`config.mk`:
```
export PLATFORM = sky130hd
export DESIGN_NAME = pc_next_ctrl_flat
export DESIGN_NICKNAME = d
export VERILOG_FILES = /design/src/rtl/pc_next_ctrl_if.sv /design/src/rtl/pc_next_ctrl.sv /design/src/flat_wrapper.sv
export SDC_FILE = /design/constraint.sdc
export NUM_CORES = 1
export LEC_CHECK = 0
export CORE_ASPECT_RATIO = 1.25
export CORE_MARGIN = 4
export CORE_UTILIZATION = 54
export DETAILED_ROUTE_END_ITERATION = 16
export PLACE_DENSITY_LB_ADDON = 0.15
export SLEW_MARGIN = 0
export SYNTH_ARGS = -nofsm -noshare
export SYNTH_HDL_FRONTEND = slang
export SYNTH_SLANG_ARGS = --single-unit
export TNS_END_PERCENT = 10
```
`constraint.sdc`:
```
create_clock -name clk -period 1.65 [get_ports clk]
set_input_delay 0.495 -clock clk [delete_from_list [all_inputs] [get_ports clk]]
set_output_delay 0.495 -clock clk [all_outputs]
set_load 0.02 [all_outputs]
```
`src/rtl/pc_next_ctrl_if.sv`:
```
//------------------------------------------------------------------------------
// Module : pc_next_ctrl_if
// Brief  : Control/LUT/status bundle between the core and pc_next_ctrl.
//          taken_count exists only when PC_TAKEN_COUNT_EN is defined.
// Rev    : 1.0
//------------------------------------------------------------------------------
`default_nettype none

interface pc_next_ctrl_if #(
    parameter int PC_W   = 10,
    parameter int LUT_AW = 4
);
    logic              start;
    logic              stall;
    logic              halt;
    logic              branch;
    logic [7:0]        alu_out;
    logic [LUT_AW-1:0] lut_idx;
    logic              lut_we;
    logic [LUT_AW-1:0] lut_waddr;
    logic [PC_W-1:0]   lut_wdata;
    logic [PC_W-1:0]   pc;
    logic              running;
    logic              done;
    logic              taken;
`ifdef PC_TAKEN_COUNT_EN
    logic [15:0]       taken_count;
`endif

    modport master (
        output start, stall, halt, branch, alu_out, lut_idx,
               lut_we, lut_waddr, lut_wdata,
`ifdef PC_TAKEN_COUNT_EN
        input  taken_count,
`endif
        input  pc, running, done, taken
    );

    modport slave (
        input  start, stall, halt, branch, alu_out, lut_idx,
               lut_we, lut_waddr, lut_wdata,
`ifdef PC_TAKEN_COUNT_EN
        output taken_count,
`endif
        output pc, running, done, taken
    );
endinterface

`default_nettype wire

```
`src/rtl/pc_next_ctrl.sv`:
```
//------------------------------------------------------------------------------
// Module : pc_next_ctrl
// Brief  : Program counter / next-PC selection with branch-target LUT and
//          IDLE/RUN/DONE sequencing. Optional macro: PC_TAKEN_COUNT_EN.
// Rev    : 1.0
//------------------------------------------------------------------------------
`default_nettype none

module pc_next_ctrl #(
    parameter int PC_W     = 10,
    parameter int LUT_AW   = 4,
    parameter int START_PC = 0
) (
    input  wire logic       clk,
    input  wire logic       rst_n,
    pc_next_ctrl_if.slave   bus
);
    localparam int              c_lut_n    = 2 ** LUT_AW;
    localparam logic [PC_W-1:0] c_start_pc = PC_W'(START_PC);

    typedef enum logic [1:0] {
        ST_IDLE = 2'd0,
        ST_RUN  = 2'd1,
        ST_DONE = 2'd2
    } state_t;

    state_t          r_state;
    state_t          w_state_nxt;
    logic [PC_W-1:0] r_pc;
    logic [PC_W-1:0] w_pc_nxt;
    logic            r_taken;
    logic            w_taken_nxt;
    logic            r_running;
    logic            r_done;
    logic            w_start_acc;
    logic [PC_W-1:0] r_lut [c_lut_n];
    logic            w_unused_alu;

    assign w_unused_alu = ^bus.alu_out[7:1];

    always_comb begin
        w_state_nxt = r_state;
        w_pc_nxt    = r_pc;
        w_taken_nxt = 1'b0;
        w_start_acc = 1'b0;
        case (r_state)
            ST_IDLE, ST_DONE: begin
                if (bus.start) begin
                    w_start_acc = 1'b1;
                    w_state_nxt = ST_RUN;
                    w_pc_nxt    = c_start_pc;
                end
            end
            ST_RUN: begin
                // stall outranks halt, halt outranks a taken branch
                if (bus.stall) begin
                    w_state_nxt = ST_RUN;
                end else if (bus.halt) begin
                    w_state_nxt = ST_DONE;
                end else if (bus.branch && bus.alu_out[0]) begin
                    w_pc_nxt    = r_lut[bus.lut_idx];
                    w_taken_nxt = 1'b1;
                end else begin
                    w_pc_nxt    = r_pc + PC_W'(1);
                end
            end
            default: begin
                w_state_nxt = ST_IDLE;
            end
        endcase
    end

    always_ff @(posedge clk or negedge rst_n) begin
        if (!rst_n) begin
            r_state   <= ST_IDLE;
            r_pc      <= c_start_pc;
            r_taken   <= 1'b0;
            r_running <= 1'b0;
            r_done    <= 1'b0;
        end else begin
            r_state   <= w_state_nxt;
            r_pc      <= w_pc_nxt;
            r_taken   <= w_taken_nxt;
            r_running <= (w_state_nxt == ST_RUN);
            r_done    <= (w_state_nxt == ST_DONE);
        end
    end

    // Async read above sees the pre-edge contents, so a same-cycle write
    // to the branch entry yields the old target.
    always_ff @(posedge clk or negedge rst_n) begin
        if (!rst_n) begin
            for (int i = 0; i < c_lut_n; i++) begin
                r_lut[i] <= '0;
            end
        end else if (bus.lut_we) begin
            r_lut[bus.lut_waddr] <= bus.lut_wdata;
        end
    end

`ifdef PC_TAKEN_COUNT_EN
    logic [15:0] r_taken_count;

    always_ff @(posedge clk or negedge rst_n) begin
        if (!rst_n) begin
            r_taken_count <= 16'h0000;
        end else if (w_start_acc) begin
            r_taken_count <= 16'h0000;
        end else if (w_taken_nxt && (r_taken_count != 16'hFFFF)) begin
            r_taken_count <= r_taken_count + 16'h0001;
        end
    end

    assign bus.taken_count = r_taken_count;
`endif

    assign bus.pc      = r_pc;
    assign bus.running = r_running;
    assign bus.done    = r_done;
    assign bus.taken   = r_taken;

endmodule

`default_nettype wire

```
`src/flat_wrapper.sv`:
```
// flat-port wrapper written by rule: the top's interface ports become plain ports
module pc_next_ctrl_flat 
#(
    parameter int PC_W     = 10,
    parameter int LUT_AW   = 4,
    parameter int START_PC = 0
)
  (clk, rst_n, bus_start, bus_stall, bus_halt, bus_branch, bus_alu_out, bus_lut_idx, bus_lut_we, bus_lut_waddr, bus_lut_wdata, bus_pc, bus_running, bus_done, bus_taken);
  pc_next_ctrl_if #(.PC_W(PC_W), .LUT_AW(LUT_AW)) bus_i ();
  input  wire logic clk;
  input  wire logic rst_n;
  input wire logic [$bits(bus_i.start)-1:0] bus_start;
  input wire logic [$bits(bus_i.stall)-1:0] bus_stall;
  input wire logic [$bits(bus_i.halt)-1:0] bus_halt;
  input wire logic [$bits(bus_i.branch)-1:0] bus_branch;
  input wire logic [$bits(bus_i.alu_out)-1:0] bus_alu_out;
  input wire logic [$bits(bus_i.lut_idx)-1:0] bus_lut_idx;
  input wire logic [$bits(bus_i.lut_we)-1:0] bus_lut_we;
  input wire logic [$bits(bus_i.lut_waddr)-1:0] bus_lut_waddr;
  input wire logic [$bits(bus_i.lut_wdata)-1:0] bus_lut_wdata;
  output wire logic [$bits(bus_i.pc)-1:0] bus_pc;
  output wire logic [$bits(bus_i.running)-1:0] bus_running;
  output wire logic [$bits(bus_i.done)-1:0] bus_done;
  output wire logic [$bits(bus_i.taken)-1:0] bus_taken;
  assign bus_i.start = bus_start;
  assign bus_i.stall = bus_stall;
  assign bus_i.halt = bus_halt;
  assign bus_i.branch = bus_branch;
  assign bus_i.alu_out = bus_alu_out;
  assign bus_i.lut_idx = bus_lut_idx;
  assign bus_i.lut_we = bus_lut_we;
  assign bus_i.lut_waddr = bus_lut_waddr;
  assign bus_i.lut_wdata = bus_lut_wdata;
  assign bus_pc = bus_i.pc;
  assign bus_running = bus_i.running;
  assign bus_done = bus_i.done;
  assign bus_taken = bus_i.taken;
  pc_next_ctrl #(.PC_W(PC_W), .LUT_AW(LUT_AW), .START_PC(START_PC)) u_core (.clk(clk), .rst_n(rst_n), .bus(bus_i));
endmodule
```
==> impl_summary.md <==
Placement
Buffers placed on the I/O ports in this run total 38. Timing analysis after detailed placement gives a worst setup slack of -0.643 ns. The routability congestion estimate from global placement is 0.863. Once detailed placement completed, the half-perimeter wirelength came to 13.9 mm.

Yosys
Counting flops and latches in the post-synthesis netlist gives 175. The share of flip-flops with an asynchronous set or reset is 100%. The cell area after synthesis is 8040 um2. During synthesis, Yosys emitted a total of 0 warnings. Counting every instance in the synthesized netlist gives 530. Ranked by total cell area, the synthesized netlist is headed by dfrtp_1 55%, mux2_2 23%, mux4_2 9.8%. The number of enable flip-flop cells after synthesis is 0. Yosys instantiated no cell more often than dfrtp_1.

Sorting the synthesized cells by how often they occur yields 175 x dfrtp_1, 161 x mux2_2, 35 x mux4_2, 19 x clkbuf_1. The number of nets in the synthesized netlist is 564. The top flip-flop cell by instance count after synthesis is dfrtp_1. The top cell type by area accounts for 54.5% of the synthesized area.

Summing the sequential cell areas from Yosys gives 54.5% of the chip area. The mean instance size in the synthesized netlist is 15.2 um2. The netlist uses 44 different library cells. The most area-hungry cell type in the Yosys netlist is dfrtp_1.

Routing
The detailed router finished its first iteration with 410 violations. The detail route stage leaves a number of antenna-violating nets equal to 0. The total wire length is 20.0 mm. In the routed design, unresolved DRC markers number 0. For this run, the detailed router's first-pass iteration total came to 5. The detailed router placed 5136 vias in this run. The per-cell routed wire length is 23.7 um.

The via-per-instance ratio is 6.09.

Setup path
In this run the worst path has a maximum fanout of 17. The worst register-to-register path begins at u_core.r_lut[98]. The worst setup path is launched from a primary input. Measured in cells, the most critical reg-to-reg path has a length of 4. In this run the register-to-register setup slack is -0.01 ns. The worst register-to-register path ends at u_core.bus.pc[8]. The arrival time of the worst setup path is 1.99 ns.

For the worst setup path, the data required time is 1.96 ns. The worst setup path is captured at a flop. The critical setup path kind is primary input to flop.

Timing
Setup violations remaining at the end of the flow were counted as 3. After layout, the minimum clock period comes to 1.67 ns. Once routing completed, OpenROAD measured the worst setup slack at -0.0235 ns.

The final max-slew violation count is 0. Hold timing on the final database bottoms out at a slack of -0.00540 ns. Setup repair after global routing could not meet its margin everywhere. The worst clock skew is 0.00912 ns. The slew of the pin with the lowest slew margin is 0.509 ns. The relative slew slack is 66.1%. The final hold violation count is 5. Derived from the worst setup path, the maximum achievable clock frequency is 0.598 GHz. The post-route fraction of the period consumed by the critical path is 101%.

Finish
In the final layout, flip-flops and latches occupy 4380 um2. The area overhead of the layout relative to synthesis is 26.4%. The area used by multi-input combinational logic is 3600 um2. In the final layout, the share of cells above drive strength 1 is 55.0%. The filler cell count in the final layout is 986. Once layout is complete, the utilization of the core stands at 70.2%. At the end of the flow, the number of nets in the layout was 687. The antenna cell count is 0.

GRT
The global-route usage over all layers is 25.8%. The initial antenna violation count is 0. The via count of the first global-routing pass is 5584.

Global routing finished with a remaining overflow of 0. The wire length of the first global-routing pass is 31.7 mm. Entering global routing, the biggest net connects 47 pins.

Floorplanning
The height of the die is 144 um. The initial core utilization is 55.5%. 46 I/O pins were placed. The site row count is 49.

From left edge to right edge, the die measures 117 um. In this run the standard cell core region covers 14500 um2. The die covers 16900 um2.

Clock network
TritonCTS built the clock tree. Buffers inserted during clock tree synthesis total 17. The tree is rooted in a clkbuf_16. Clock-pin slew was measured on the worst setup and hold paths at 0.07 ns. CTS saw 175 sinks. The maximum root-to-sink buffer count is 2. The clock insertion delay at the later pin of the skew report is 0.44 ns.

The H-tree was split into 4 levels.

Job
Max-cap violations in this run came to 0.

Run status
The run finished, with violations left. The checks that failed: negative hold slack, negative setup slack.

Power and ir drop
Across the VDD grid, the largest voltage drop is 0.723 mV. The leakage power of the design is 4.45 nW. For this design the ratio of total power to cell area is 1250 nW/um2.

Hold path
The worst hold path class is primary input to async pin.
-- through the flow --
stage          cells  cell area, um2  setup TNS, ns  hold WS (ns)  power (mW)
2_1_floorplan    530            8050          -2.60         0.199        7.50
3_3_place_gp     805            9410         -73.90         0.462        8.44
3_5_place_dp     805            9410         -78.93         0.470        8.64
4_1_cts          838           10000          -1.48       0.00639        12.7
5_1_grt          844           10200         -0.173        0.0186        13.2
6_report         844           10200        -0.0311      -0.00540        12.7
-- what timing repair did --
action                                  4_1_cts  5_1_grt
gates resized for setup                      50       32
endpoints found under the setup margin      128      133
pin swaps                                     1        3
hold buffers                                  0        0
endpoints found under the hold margin         0        0
setup buffers                                 1        6
-- critical path, stage by stage --
cell and delay [ns]:
buf_6 0.10, buf_16 0.18, mux4_2 0.56, mux4_2 0.49
nand2_1 0.08, o311ai_1 0.08
-- sequential cells by signal, indices dropped and copies added, names as in the netlist --
signal / count
u_core.r_state: 2
u_core.bus.pc: 10
u_core.bus.running: 1
u_core.r_lut: 160
u_core.bus.taken: 1
u_core.bus.done: 1
-- worst max path at each step --
stage | startpoint | endpoint | cells after the start
CTS | bus_lut_waddr[0] | u_core.r_lut[53] | 5
detailed placement | bus_lut_idx[1] | u_core.bus.pc[2] | 6
global placement | bus_lut_idx[1] | u_core.bus.pc[2] | 6
finish | bus_lut_idx[0] | u_core.bus.pc[8] | 6
floorplan | bus_lut_idx[0] | u_core.bus.pc[2] | 5
global route | bus_lut_idx[0] | u_core.bus.pc[8] | 6
-- cell usage in the layout (no fill, tap or decap), drive strengths merged, types with 7 or more instances in the layout --
| cell | netlist | layout |
|---|---|---|
| clkdlybuf4s50 | 0 | 15 |
| mux4 | 42 | 42 |
| mux2 | 161 | 161 |
| dlygate4sd2 | 0 | 7 |
| nor2 | 17 | 17 |
| buf | 11 | 104 |
| dfrtp | 175 | 175 |
| o21ai | 14 | 14 |
| nand2 | 17 | 17 |
| clkbuf | 19 | 18 |
-- final cells by class --
cell class,count,share of cell area [%]
tap,178,2.19
clock inverter,15,1.56
sequential,175,43.2
inverter,2,0.0739
clock buffer,17,4.19
multi-input combinational,323,35.4
timing repair buffer,134,13.4
-- metal layers --
| metal | global-route usage (%) | vias to the layer above | wire length (um) |
|---|---|---|---|
| li1 | - | 2249 | - |
| met1 | 33.8 | 2754 | 8190 |
| met2 | 43.8 | 104 | 10500 |
| met3 | 5.02 | 29 | 875 |
| met4 | 8.03 | 0 | 431 |
| met5 | 0 | - | 0 |
-- where the power goes --
group / switching, mW / internal (mW) / total (mW)
logic: 1.15 / 1.66 / 2.80
registers: 0.552 / 5.30 / 5.85
clock network: 1.78 / 2.25 / 4.02
total: 3.48 / 9.20 / 12.7
-- cells by family (layout without fill, tap and decap cells) --
family | count (synthesis) | in the layout | synth area share [%]
XOR/XNOR | 2 | 2 | 0.218
buffers and inverters | 32 | 168 | 1.84
AND/OR/NAND/NOR | 72 | 72 | 4.70
flip-flops | 175 | 175 | 54.5
multiplexers | 208 | 208 | 35.3
adder cells (fa/ha/maj) | 1 | 1 | 0.156
AO/OA/AOI/OAI | 40 | 40 | 3.30
(Power assumes the default switching activity.)
